File: src/rtl/script_tokenizer.sv
// rtl/script_tokenizer.sv - push-opcode tokenizer turning a script byte stream into data/opcode tokens
module script_tokenizer #(
    parameter int STACK_WIDTH    = 512,
    parameter int MAX_PUSH_BYTES = STACK_WIDTH / 8,
    parameter int LEN_W          = $clog2(MAX_PUSH_BYTES + 1)
) (
    input  logic                   clk,
    input  logic                   rst,
    input  logic                   restart,
    input  logic [7:0]             in_data,
    input  logic                   in_valid,
    output logic                   in_ready,
    input  logic                   in_last,
    output logic                   tok_valid,
    input  logic                   tok_ready,
    output logic                   tok_is_data,
    output logic [7:0]             tok_opcode,
    output logic [STACK_WIDTH-1:0] tok_data,
    output logic [LEN_W-1:0]       tok_len,
    output logic                   tok_last,
    output logic                   err,
    output logic [1:0]             err_code
);

    localparam logic [2:0] S_IDLE    = 3'd0;
    localparam logic [2:0] S_LEN1    = 3'd1;
    localparam logic [2:0] S_LEN2_LO = 3'd2;
    localparam logic [2:0] S_LEN2_HI = 3'd3;
    localparam logic [2:0] S_DATA    = 3'd4;
    localparam logic [2:0] S_EMIT    = 3'd5;
    localparam logic [2:0] S_ERROR   = 3'd6;

    localparam logic [15:0] MAX_LEN = 16'(MAX_PUSH_BYTES);

    logic [2:0]  state;
    logic [15:0] remaining;
    logic [7:0]  len_lo;
    logic        accept;
    logic [15:0] len_new;
    logic        len_zero;
    logic        too_big;

    // Gated by rst so every output reads 0 while reset is held.
    assign in_ready  = rst && (state == S_IDLE || state == S_LEN1 || state == S_LEN2_LO ||
                               state == S_LEN2_HI || state == S_DATA);
    assign tok_valid = rst && (state == S_EMIT);
    assign accept    = in_valid && in_ready;

    // Length candidate from the current byte; compared at full 16 bits.
    always_comb begin
        len_new  = (state == S_LEN2_HI) ? {in_data, len_lo} : {8'h00, in_data};
        len_zero = (len_new == 16'd0);
        too_big  = (len_new > MAX_LEN);
    end

    always_ff @(posedge clk or negedge rst) begin
        if (!rst) begin
            state       <= S_IDLE;
            remaining   <= '0;
            len_lo      <= '0;
            tok_is_data <= 1'b0;
            tok_opcode  <= '0;
            tok_data    <= '0;
            tok_len     <= '0;
            tok_last    <= 1'b0;
            err         <= 1'b0;
            err_code    <= 2'd0;
        end else if (restart) begin
            state       <= S_IDLE;
            remaining   <= '0;
            len_lo      <= '0;
            tok_is_data <= 1'b0;
            tok_opcode  <= '0;
            tok_data    <= '0;
            tok_len     <= '0;
            tok_last    <= 1'b0;
            err         <= 1'b0;
            err_code    <= 2'd0;
        end else begin
            case (state)
                S_IDLE: if (accept) begin
                    tok_opcode <= in_data;
                    tok_data   <= '0;
                    tok_len    <= '0;
                    tok_last   <= in_last;
                    if (in_data == 8'h00) begin
                        tok_is_data <= 1'b1;
                        state       <= S_EMIT;
                    end else if (in_data <= 8'h4b) begin
                        tok_is_data <= 1'b1;
                        if (too_big) begin
                            err <= 1'b1; err_code <= 2'd1; state <= S_ERROR;
                        end else if (in_last) begin
                            err <= 1'b1; err_code <= 2'd2; state <= S_ERROR;
                        end else begin
                            remaining <= len_new;
                            state     <= S_DATA;
                        end
                    end else if (in_data == 8'h4c || in_data == 8'h4d) begin
                        tok_is_data <= 1'b1;
                        if (in_last) begin
                            err <= 1'b1; err_code <= 2'd2; state <= S_ERROR;
                        end else begin
                            state <= (in_data == 8'h4c) ? S_LEN1 : S_LEN2_LO;
                        end
                    end else if (in_data == 8'h4e) begin
                        err <= 1'b1; err_code <= 2'd3; state <= S_ERROR;
                    end else begin
                        tok_is_data <= 1'b0;
                        state       <= S_EMIT;
                    end
                end
                S_LEN2_LO: if (accept) begin
                    if (in_last) begin
                        err <= 1'b1; err_code <= 2'd2; state <= S_ERROR;
                    end else begin
                        len_lo <= in_data;
                        state  <= S_LEN2_HI;
                    end
                end
                S_LEN1, S_LEN2_HI: if (accept) begin
                    if (len_zero) begin
                        tok_last <= in_last;
                        state    <= S_EMIT;
                    end else if (too_big) begin
                        err <= 1'b1; err_code <= 2'd1; state <= S_ERROR;
                    end else if (in_last) begin
                        err <= 1'b1; err_code <= 2'd2; state <= S_ERROR;
                    end else begin
                        remaining <= len_new;
                        state     <= S_DATA;
                    end
                end
                S_DATA: if (accept) begin
                    tok_data  <= {tok_data[STACK_WIDTH-9:0], in_data};
                    tok_len   <= tok_len + LEN_W'(1);
                    remaining <= remaining - 16'd1;
                    if (remaining == 16'd1) begin
                        tok_last <= in_last;
                        state    <= S_EMIT;
                    end else if (in_last) begin
                        err <= 1'b1; err_code <= 2'd2; state <= S_ERROR;
                    end
                end
                S_EMIT: if (tok_ready) begin
                    state <= S_IDLE;
                end
                S_ERROR: state <= S_ERROR;
                default: state <= S_IDLE;
            endcase
        end
    end

endmodule
File: config.mk
export PLATFORM = sky130hd
export DESIGN_NAME = script_tokenizer
export DESIGN_NICKNAME = d
export VERILOG_FILES = /design/src/rtl/script_tokenizer.sv
export SDC_FILE = /design/constraint.sdc
export NUM_CORES = 1
export LEC_CHECK = 0
export BUFFER_PORTS_ARGS = -buffer_cell sky130_fd_sc_hd__buf_2
export CAP_MARGIN = 20
export CORE_MARGIN = 5
export CORE_UTILIZATION = 46
export DETAILED_ROUTE_END_ITERATION = 8
export PLACE_DENSITY_LB_ADDON = 0.3
export SLEW_MARGIN = 10
export SYNTH_ARGS = -nofsm -noshare
export SYNTH_HDL_FRONTEND = slang
export SYNTH_SLANG_ARGS = --single-unit
File: constraint.sdc
create_clock -name clk -period 2.3 [get_ports clk]
set_clock_uncertainty 0.05 [all_clocks]
set_input_delay 0.46 -clock clk [delete_from_list [all_inputs] [get_ports clk]]
set_output_delay 0.46 -clock clk [all_outputs]
set_load 0.1 [all_outputs]
==> metrics.cfg, run 1 <==
[run_status]
status = finished with violations
violations = negative hold slack, negative setup slack

[final_layout]
diodes = 0
final_nets = 3153
layout-drive-gt1-share_pct = 25.37
layoutNonFillerInstCount = 3845
areaGrowthSynthToFinish_pct = 28.25
fill_cells = 4301

[power_and_ir_drop]
comb_power_share_pct = 23.2
switching_share_pct = 32.03
power_density_nw_per_um2 = 886.4
intPower_mw = 17.68
clock_power_share_pct = 37.2
pwr-share-seq_pct = 39.5
power_mw = 26.01
p_sw_mw = 8.333
peakVddDrop_v = 0.0005514
cellLeakagePower_nw = 17.44

[drt]
wire_per_inst_um = 19.57
num_vias = 20930
routed_wl_mm = 75.26
final_antenna_net_count = 0
first_iter_violations = 1767
drc = 0
viasPerCell = 5.443
first_pass_iters = 5

[worst_setup_path]
path_depth = 6
rr_endpoint = state[1]$_DFFE_PN0P_
crit_fanout = 4
crit_family = simple AND/OR/NAND/NOR gates
crit_top_cell = or3_4
cp-start-kind = register
r2r_cells = 6
setup.worst_path.end_class = register
r2r-start = remaining[12]$_DFFE_PN0P_
slowest_stage = or3_4
critPathCapture = state[1]$_DFFE_PN0P_
cp.required_ns = 2.77
r2r_slack_ns = -0.03
max_stage_delay_ns = 0.39
cp_cell_sequence = or3_4, or3_4, or3_4, a32o_2, o32a_1, o22ai_1
path_class = register to register
cp_data_arrival_time_ns = 2.80
crit_start = remaining[12]$_DFFE_PN0P_
cp_num_buf_inv = 0

[yosys]
syn_avg_cell_area_um2 = 8.825
synth_seq_cells = 559
synthTopCellsByArea = dfrtp_1 61%, nand2_1 18%, nand3_1 11%, clkbuf_1 3.1%, o21ai_0 0.70%
yosysWarnings = 0
synth.yosys.seq_area_share_pct = 61.13
synth_edf_count = 0
synth_cell_types = 60
syn-num-nets = 2610
syn_inst = 2593
yosysTopAreaCell = dfrtp_1
synth.top_cell.area_share_pct = 61.13
syn_area_um2 = 22880
synth_ff_type = dfrtp_1
synthArstFlopShare_pct = 100.0

[die]
die_area_um2 = 54310
rows = 81
initial_core_util_pct = 46.65
core_area_um2 = 49050
die_w_um = 233.0
dieHeight_um = 233.0
ioPinCount = 548

[grt]
antenna_found_initial = 0
grt_pass1_wl_mm = 116.5
grt_pass1_vias = 20040
grt_util_all_layers_pct = 26.77
grt_overflow = 0
grt_max_degree = 190

[sta]
setup_violations = 1
final-max-slew-violation-count = 0
min_period_over_period_pct = 101.1
worst_pin_slew_ns = 1.032
hold_viol_final = 87
fmax_ghz = 0.4300
hold_slack_ns = -0.1012
fin_ws_ns = -0.02575
rsz0062_at_grt = yes
slew_headroom_pct = 31.22
min_period_ns = 2.326

[clocking]
clock_path_buffers = 3
cts_sinks = 559
insertion_delay_ns = 0.60
ctsHtreeMaxLevel = 2
cts_tree = yes
cts_made_buffers = 57
clkTransAtPathRegs_ns = 0.07
cts_root_buf = clkbuf_16

[placement]
io_buffers = 547
place_hpwl_mm = 52.90
place_congestion = 0.8979
placed_cells = 3734

[job]
cap_violations = 0

[worst_hold_path]
hold_path_class = input pin to async pin

through the flow:
stage	setup TNS, ns	cell area (µm²)	worst slack, ns	hold WS, ns	utilization (%)
2_1_floorplan	-6.072	22940	-0.3635	0.1144	-
3_3_place_gp	-9.456	27210	-0.5624	0.3962	55.48
3_5_place_dp	-10.57	27210	-0.6104	0.4009	55.48
4_1_cts	-0.03714	29270	-0.02022	-0.1253	59.68
5_1_grt	-0.1957	29350	-0.05647	-0.09351	59.83
6_report	-0.02575	29350	-0.02575	-0.1012	59.83
logic make-up (layout without fill, tap and decap cells):
| group | count (synthesis) | after routing | synth area share (%) |
|---|---|---|---|
| compound gates | 120 | 121 | 3.401 |
| buf+inv | 204 | 791 | 3.417 |
| simple gates | 1694 | 1694 | 31.32 |
| fa+ha+maj | 3 | 3 | 0.1640 |
| mux | 13 | 13 | 0.5686 |
| flops | 559 | 559 | 61.13 |
power by group through the flow:
stage | Combinational, mW | Sequential [mW] | Clock (mW)
2_1_floorplan | 2.89 | 11.1 | 0
3_3_place_gp | 5.74 | 10.4 | 0
3_5_place_dp | 5.80 | 10.5 | 0
4_1_cts | 5.98 | 10.3 | 9.86
5_1_grt | 6.49 | 10.3 | 10.3
6_report | 6.04 | 10.3 | 9.69
cell usage after synthesis, types with 2 or more instances:
master,count
o31ai_1,5
clkbuf_1,192
o21ai_0,32
and3_1,4
buf_1,2
nor2_1,39
and2_1,5
o21a_1,3
nor3_1,18
mux2i_1,13
o21ai_1,8
a32o_1,2
or2_2,2
nand3_1,520
o22a_1,7
a31oi_1,6
o22ai_1,2
a21oi_1,31
inv_1,6
buf_6,2
ha_1,3
nor4_1,7
nand2b_1,3
or4_4,2
dfrtp_1,559
o32a_1,2
a211oi_1,2
nand2_1,1077
a22oi_1,3
or3_1,6
area by class of cell:
type                       instances  area, µm²  area share (%)
sequential                       559      13990           47.67
multi-input combinational       1831       8289           28.24
timing repair buffer             680       4234           14.43
clock buffer                      86       1728           5.887
tap                              664      830.8           2.831
clock inverter                    18      251.5          0.8569
inverter                           7      26.28         0.08953
state kept, by name (all words and copies together), names as in the netlist:
name / flops
err: 1
err_code: 2
len_lo: 8
remaining: 16
state: 3
tok_data: 512
tok_is_data: 1
tok_last: 1
tok_len: 7
tok_opcode: 8
cells in the final DEF, fill, tap and decap left out, types with 3 or more instances in the layout:
master and n:
nand2_1 1077, dfrtp_1 558, buf_2 544, nand3_1 519, buf_4 95, clkbuf_16 59
buf_12 38, nor2_1 36, a21oi_1 31, o21ai_0 22, o21ai_1 17, nor3_1 16
clkbuf_8 15, mux2i_1 13, clkbuf_1 12, clkinv_2 8, o22a_1 7, a31oi_1 6
bufinv_16 6, inv_1 5, o31ai_1 4, and3_1 4, and2_1 4, nor4_1 4
nor2_4 3, or3_4 3, o21a_1 3, or3_1 3, a22oi_1 3, clkinvlp_4 3
worst min-delay path by stage:
stage / start / end
global route: rst / tok_data[11]$_DFFE_PN0P_
finish: rst / tok_data[27]$_DFFE_PN0P_
detailed placement: tok_data[511]$_DFFE_PN0P_ / tok_data[511]$_DFFE_PN0P_
global placement: tok_data[505]$_DFFE_PN0P_ / tok_data[505]$_DFFE_PN0P_
floorplan: rst / err$_DFFE_PN0P_
CTS: rst / tok_data[11]$_DFFE_PN0P_
repair_timing:
item                                   in CTS  in global routing
setup endpoints to repair                  12                 22
gates cloned                                1                  0
gates resized for setup                    12                 11
endpoints found under the hold margin      87                 87
pin swaps                                   5                  6
setup buffers                               4                  2
routing by layer:
layer / GRT usage, % / wire length, µm / share of wire (%)
met3: 6.650 / 6866 / 9.1
met1: 36.15 / 30190 / 40
met2: 42.81 / 35670 / 47
met5: 0 / 0 / 0
met4: 8.769 / 2536 / 3.4
Power figures use the tool's default switching activity.
==> run 2, diff against run 1 <==
BUFFER_PORTS_ARGS = default   (was -buffer_cell sky130_fd_sc_hd__buf_2)
DONT_BUFFER_PORTS = 1   (was default)
==> metrics.cfg, run 2 (synthesized netlist as in run 1, its figures left out) <==
[clocking]
cts_made_buffers = 58  ; +1.8%
clock_path_buffers = 3  ; unchanged
cts_tree = yes
postCtsHoldBufs = 24
insertion_delay_ns = 0.61  ; about the same
ctsHtreeMaxLevel = 2  ; unchanged
clkTransAtPathRegs_ns = 0.06  ; about the same
cts_root_buf = clkbuf_16
cts_sinks = 559  ; unchanged

[sta]
slew_headroom_pct = -48.38  ; -80 points
worst_pin_slew_ns = 2.226  ; +1.194 ns
min_period_ns = 3.157  ; +0.8313 ns
hold_slack_ns = -0.5060  ; -0.4048 ns
hold_viol_final = 510  ; +490%
fin_ws_ns = -0.8571  ; -0.8313 ns
rsz0062_at_grt = yes
setup_violations = 560  ; +559
fmax_ghz = 0.3168  ; -26%
final-max-slew-violation-count = 316  ; +316
min_period_over_period_pct = 137.3  ; +36 points

[drt]
num_vias = 20970  ; +0.19%
drc = 0  ; unchanged
first_pass_iters = 5  ; unchanged
viasPerCell = 5.426  ; -0.31%
final_antenna_net_count = 0  ; unchanged
wire_per_inst_um = 19.75  ; +0.88%
first_iter_violations = 2052  ; +16%
routed_wl_mm = 76.30  ; +1.4%

[worst_setup_path]
cp_cell_sequence = nor4bb_4, a221oi_1, a21boi_1, a311o_4, nor2_1, o22a_1
slowest_stage = nor4bb_4
crit_start = rst
cp-start-kind = input pin
crit_fanout = 563  ; +559
setup.worst_path.end_class = register
rr_endpoint = state[1]$_DFFE_PN0P_
cp.required_ns = 2.74  ; -0.03 ns
max_stage_delay_ns = 0.73  ; +0.34 ns
path_class = input pin to register
r2r_cells = 6  ; unchanged
r2r-start = remaining[12]$_DFFE_PN0P_
cp_data_arrival_time_ns = 3.59  ; +0.79 ns
r2r_slack_ns = -0.05  ; -0.02 ns

[final_layout]
regMostFlops = tok_data
fill_cells = 4023  ; -6.5%
final_nets = 3169  ; +0.51%
final_common_cell = nand2_1
final_cell_mix = 1075 x nand2_1, 625 x buf_4, 556 x dfrtp_1
reg.largest.list = tok_data (512), remaining (16)
layout-drive-gt1-share_pct = 25.12  ; -0.24 points
utilization_pct = 63.03  ; +3.2 points
largest_reg_flops = 512  ; unchanged
areaGrowthSynthToFinish_pct = 35.10
diodes = 0  ; unchanged

[run_status]
status = finished with violations
violations = negative hold slack, max-slew violations, negative setup slack

[grt]
antenna_found_initial = 0  ; unchanged
grt_util_all_layers_pct = 27.28  ; +0.51 points
grt_pass1_wl_mm = 117.5  ; +0.83%
grt_max_degree = 564  ; +200%
grt_overflow = 0  ; unchanged
grt_pass1_vias = 20140  ; +0.51%

[placement]
place_ws_ns = -0.4511  ; +0.1594 ns
place_congestion = 0.8834  ; -1.6%
io_buffers = 0  ; -100%
place_hpwl_mm = 53.48  ; +1.1%

[die]
dieHeight_um = 233.0  ; unchanged
core_area_um2 = 49050  ; unchanged
ioPinCount = 548  ; unchanged
die_w_um = 233.0  ; unchanged
rows = 81  ; unchanged
die_area_um2 = 54310  ; unchanged
initial_core_util_pct = 46.65  ; unchanged

[power_and_ir_drop]
peakVddDrop_v = 0.0007627  ; +38%
power_density_nw_per_um2 = 841.4  ; -5.1%
cellLeakagePower_nw = 17.49  ; +0.28%

[worst_hold_path]
hold_path_class = input pin to async pin

[job]
cap_violations = 0  ; unchanged

run 2: cell count changes in the layout (fill, tap and decap cells not counted), sizes merged:
| cell | delta |
|---|---|
| buf | -11 |
| clkinvlp | +1 |
| clkinv | +1 |
| bufinv | -3 |
| inv | +2 |
| a311o | +2 |
| dlygate4sd3 | +24 |
| clkbuf | +3 |
run 2: through the flow:
step	instances	setup TNS, ns	area (µm²)	power, mW
finish	3864	-285.03	30920	26.01
global route	3864	-0.09918	30920	27.06
CTS	3854	-0.1846	30760	25.86
detailed placement	3718	-7.327	28450	16.13
global placement	3718	-6.500	28450	16.02
floorplan	2593	-6.072	22940	14.01
run 2: timing repair:
action	CTS	global route
resized for setup	20	16
gates cloned	1	2
setup buffers	3	8
endpoints found under the setup margin	14	399
endpoints found under the hold margin	591	562
pin swaps	7	8
run 2: area by class of cell:
type	count	area, µm²	area share, %
Tap cell	664	830.8	2.687
Sequential cell	559	13990	45.26
Inverter	7	26.28	0.08499
Timing Repair Buffer	693	5787	18.72
Clock inverter	19	209.0	0.6758
Multi-Input combinational cell	1833	8313	26.89
Clock buffer	89	1759	5.690
run 2: worst max-delay path: cells and delay by family:
kind	cells	cell delay [ns]
and+or+nand+nor	2	0.79
AOI/OAI and AO/OA	4	1.31
run 2: how the worst max path moves through the flow:
stage,end,slack (ns)
floorplan,remaining[15]$_DFFE_PN0P_,-0.36
global placement,remaining[5]$_DFFE_PN0P_,-0.42
detailed placement,remaining[11]$_DFFE_PN0P_,-0.45
CTS,state[1]$_DFFE_PN0P_,-0.05
global route,state[1]$_DFFE_PN0P_,-0.1
finish,remaining[11]$_DFFE_PN0P_,-0.86
run 2: where the power goes:
group	leakage [nW]	switching, mW	internal [mW]
Sequential	7.78	0.238	10.1
Combinational	8.74	4.10	2.06
Clock	0.963	3.93	5.61
Total	17.5	8.27	17.7
run 2: routing by layer:
layer | wire [µm] | vias to the layer above | global-route usage (%)
met2 | 36020 | 913 | 43.89
li1 | - | 9637 | -
met5 | 0 | - | 0
met3 | 8358 | 210 | 9.652
met1 | 28560 | 10210 | 34.08
met4 | 3363 | 0 | 10.36
==> run 3, diff against run 2 <==
SETUP_SLACK_MARGIN = 0.05   (was default)
==> metrics.cfg, run 3 (synthesized netlist as in run 1, its figures left out) <==
[sta]
setup_tns_ns = -194.70  ; +90.32 ns
worst_pin_slew_ns = 1.918  ; -0.3081 ns
min_period_over_period_pct = 129.6  ; -7.6 points
final-max-slew-violation-count = 207  ; -34%
hold_slack_ns = -0.5037  ; +0.002318 ns
fin_ws_ns = -0.6819  ; +0.1752 ns
setup_violations = 557  ; -0.54%
fmax_ghz = 0.3354  ; +5.9%
rsz0062_at_grt = yes
slew_headroom_pct = -27.84  ; +21 points
hold_viol_final = 570  ; +12%
min_period_ns = 2.982  ; -0.1752 ns

[worst_setup_path]
max_stage_delay_ns = 0.65  ; -0.08 ns
crit_fanout = 563  ; unchanged
cp_num_buf_inv = 3  ; +3
r2r_slack_ns = -0.07  ; -0.02 ns
crit_family = buffers and inverters
cp_cell_sequence = and2_1, buf_4, nand4_1, buf_4, mux2i_1, nor2_1, dlygate4sd3_1
crit_top_cell = buf_4
cp_data_arrival_time_ns = 3.41  ; -0.18 ns
slowest_stage = and2_1
cp.required_ns = 2.73  ; about the same
setup.worst_path.end_class = register
cp-start-kind = input pin
path_class = input pin to register

[grt]
grt_overflow = 0  ; unchanged
grt_pass1_vias = 19690  ; -2.3%
antenna_found_initial = 0  ; unchanged
grt_pass1_wl_mm = 114.9  ; -2.2%
grt_util_all_layers_pct = 26.52  ; -0.75 points
grt_max_degree = 564  ; unchanged

[die]
initial_core_util_pct = 46.65  ; unchanged
die_area_um2 = 54310  ; unchanged
rows = 81  ; unchanged
core_area_um2 = 49050  ; unchanged
dieHeight_um = 233.0  ; unchanged
die_w_um = 233.0  ; unchanged
ioPinCount = 548  ; unchanged

[final_layout]
utilization_pct = 62.48  ; -0.55 points
final_cell_mix = 1077 x nand2_1, 605 x buf_4, 556 x dfrtp_1
layout-drive-gt1-share_pct = 24.56  ; -0.57 points
reg.largest.list = tok_data (512), remaining (16)
final_nets = 3139  ; -0.95%
diodes = 0  ; unchanged
largest_reg_flops = 512  ; unchanged
regMostFlops = tok_data
areaGrowthSynthToFinish_pct = 33.92
final_common_cell = nand2_1

[clocking]
cts_made_buffers = 57  ; -1.7%
cts_root_buf = clkbuf_16
cts_sinks = 559  ; unchanged
clkTransAtPathRegs_ns = 0.06  ; about the same
clock_path_buffers = 3  ; unchanged
postCtsHoldBufs = 16  ; -33%
ctsHtreeMaxLevel = 2  ; unchanged
cts_tree = yes
insertion_delay_ns = 0.61  ; about the same

[drt]
routed_wl_mm = 74.58  ; -2.3%
drc = 0  ; unchanged
final_antenna_net_count = 0  ; unchanged
first_pass_iters = 6  ; +1
wire_per_inst_um = 19.46  ; -1.4%
num_vias = 20710  ; -1.2%
viasPerCell = 5.405  ; -0.39%
first_iter_violations = 2076  ; +1.2%

[power_and_ir_drop]
peakVddDrop_v = 0.0006603  ; -13%
power_mw = 25.78  ; -0.92%
power_density_nw_per_um2 = 841.0  ; about the same
cellLeakagePower_nw = 17.31  ; -1.0%

[run_status]
violations = negative hold slack, max-slew violations, negative setup slack
status = finished with violations

[placement]
place_ws_ns = -0.4581  ; -0.007058 ns
place_hpwl_mm = 52.47  ; -1.9%
io_buffers = 0  ; unchanged
place_congestion = 0.9007  ; +2.0%

[worst_hold_path]
hold_path_class = input pin to async pin

[job]
cap_violations = 0  ; unchanged

run 3: cell count changes in the layout (fill, tap and decap cells not counted), sizes merged:
cell,before,now
clkinv,10,11
clkbuf,89,86
bufinv,3,5
buf,669,649
clkinvlp,4,3
dlygate4sd3,24,16
inv,9,7
a311o,4,3
run 3: cell type report:
class | instances | area, µm²
clock inverter | 19 | 251.5
clock buffer | 86 | 1687
multi-input combinational | 1832 | 8290
timing repair buffer | 665 | 5565
inverter | 7 | 30.03
sequential | 559 | 13990
tap | 664 | 830.8
fill | 4056 | 18410
run 3: metal layers:
metal	GRT usage [%]	share of wire (%)	vias to the layer above
met5	0	0	-
met4	9.323	4.1	0
met2	42.38	47	825
met1	33.50	38	10150
met3	9.738	11	178
li1	-	-	9556
run 3: through the flow:
stage | area (µm²) | instances
3_5_place_dp | 28370 | 3704
4_1_cts | 30580 | 3831
2_1_floorplan | 22950 | 2593
6_report | 30650 | 3832
5_1_grt | 30650 | 3832
3_3_place_gp | 28370 | 3704
run 3: repair_timing:
action	in CTS	in global routing
endpoints found under the hold margin	589	570
gates resized for setup	17	14
endpoints found under the setup margin	18	125
cloned	1	1
buffers inserted	5	0
pin swaps	6	5
run 3: final timing paths:
kind	start	to	cells after the start
max in group asynchronous	rst	state[2]$_DFFE_PN0P_	0
max reg2reg	remaining[12]$_DFFE_PN0P_	state[1]$_DFFE_PN0P_	6
min in group clk	restart	tok_opcode[3]$_DFFE_PN0P_	1
min	rst	tok_data[507]$_DFFE_PN0P_	0
max	rst	len_lo[2]$_DFFE_PN0P_	7
min reg2reg	tok_data[274]$_DFFE_PN0P_	tok_data[274]$_DFFE_PN0P_	2
run 3: worst register-to-register path, stage by stage (launching register included):
cell	delay, ns
dfrtp_1	0.38
or3_4	0.39
or3_4	0.34
or3_4	0.40
a32o_2	0.29
o32a_1	0.29
o22ai_1	0.15
run 3: power breakdown:
part / internal (mW) / total (mW) / leakage, nW / switching [mW]
Clock: 5.62 / 9.52 / 0.948 / 3.90
Sequential: 10.1 / 10.3 / 7.78 / 0.207
Combinational: 1.93 / 5.98 / 8.58 / 4.04
Total: 17.6 / 25.8 / 17.3 / 8.15
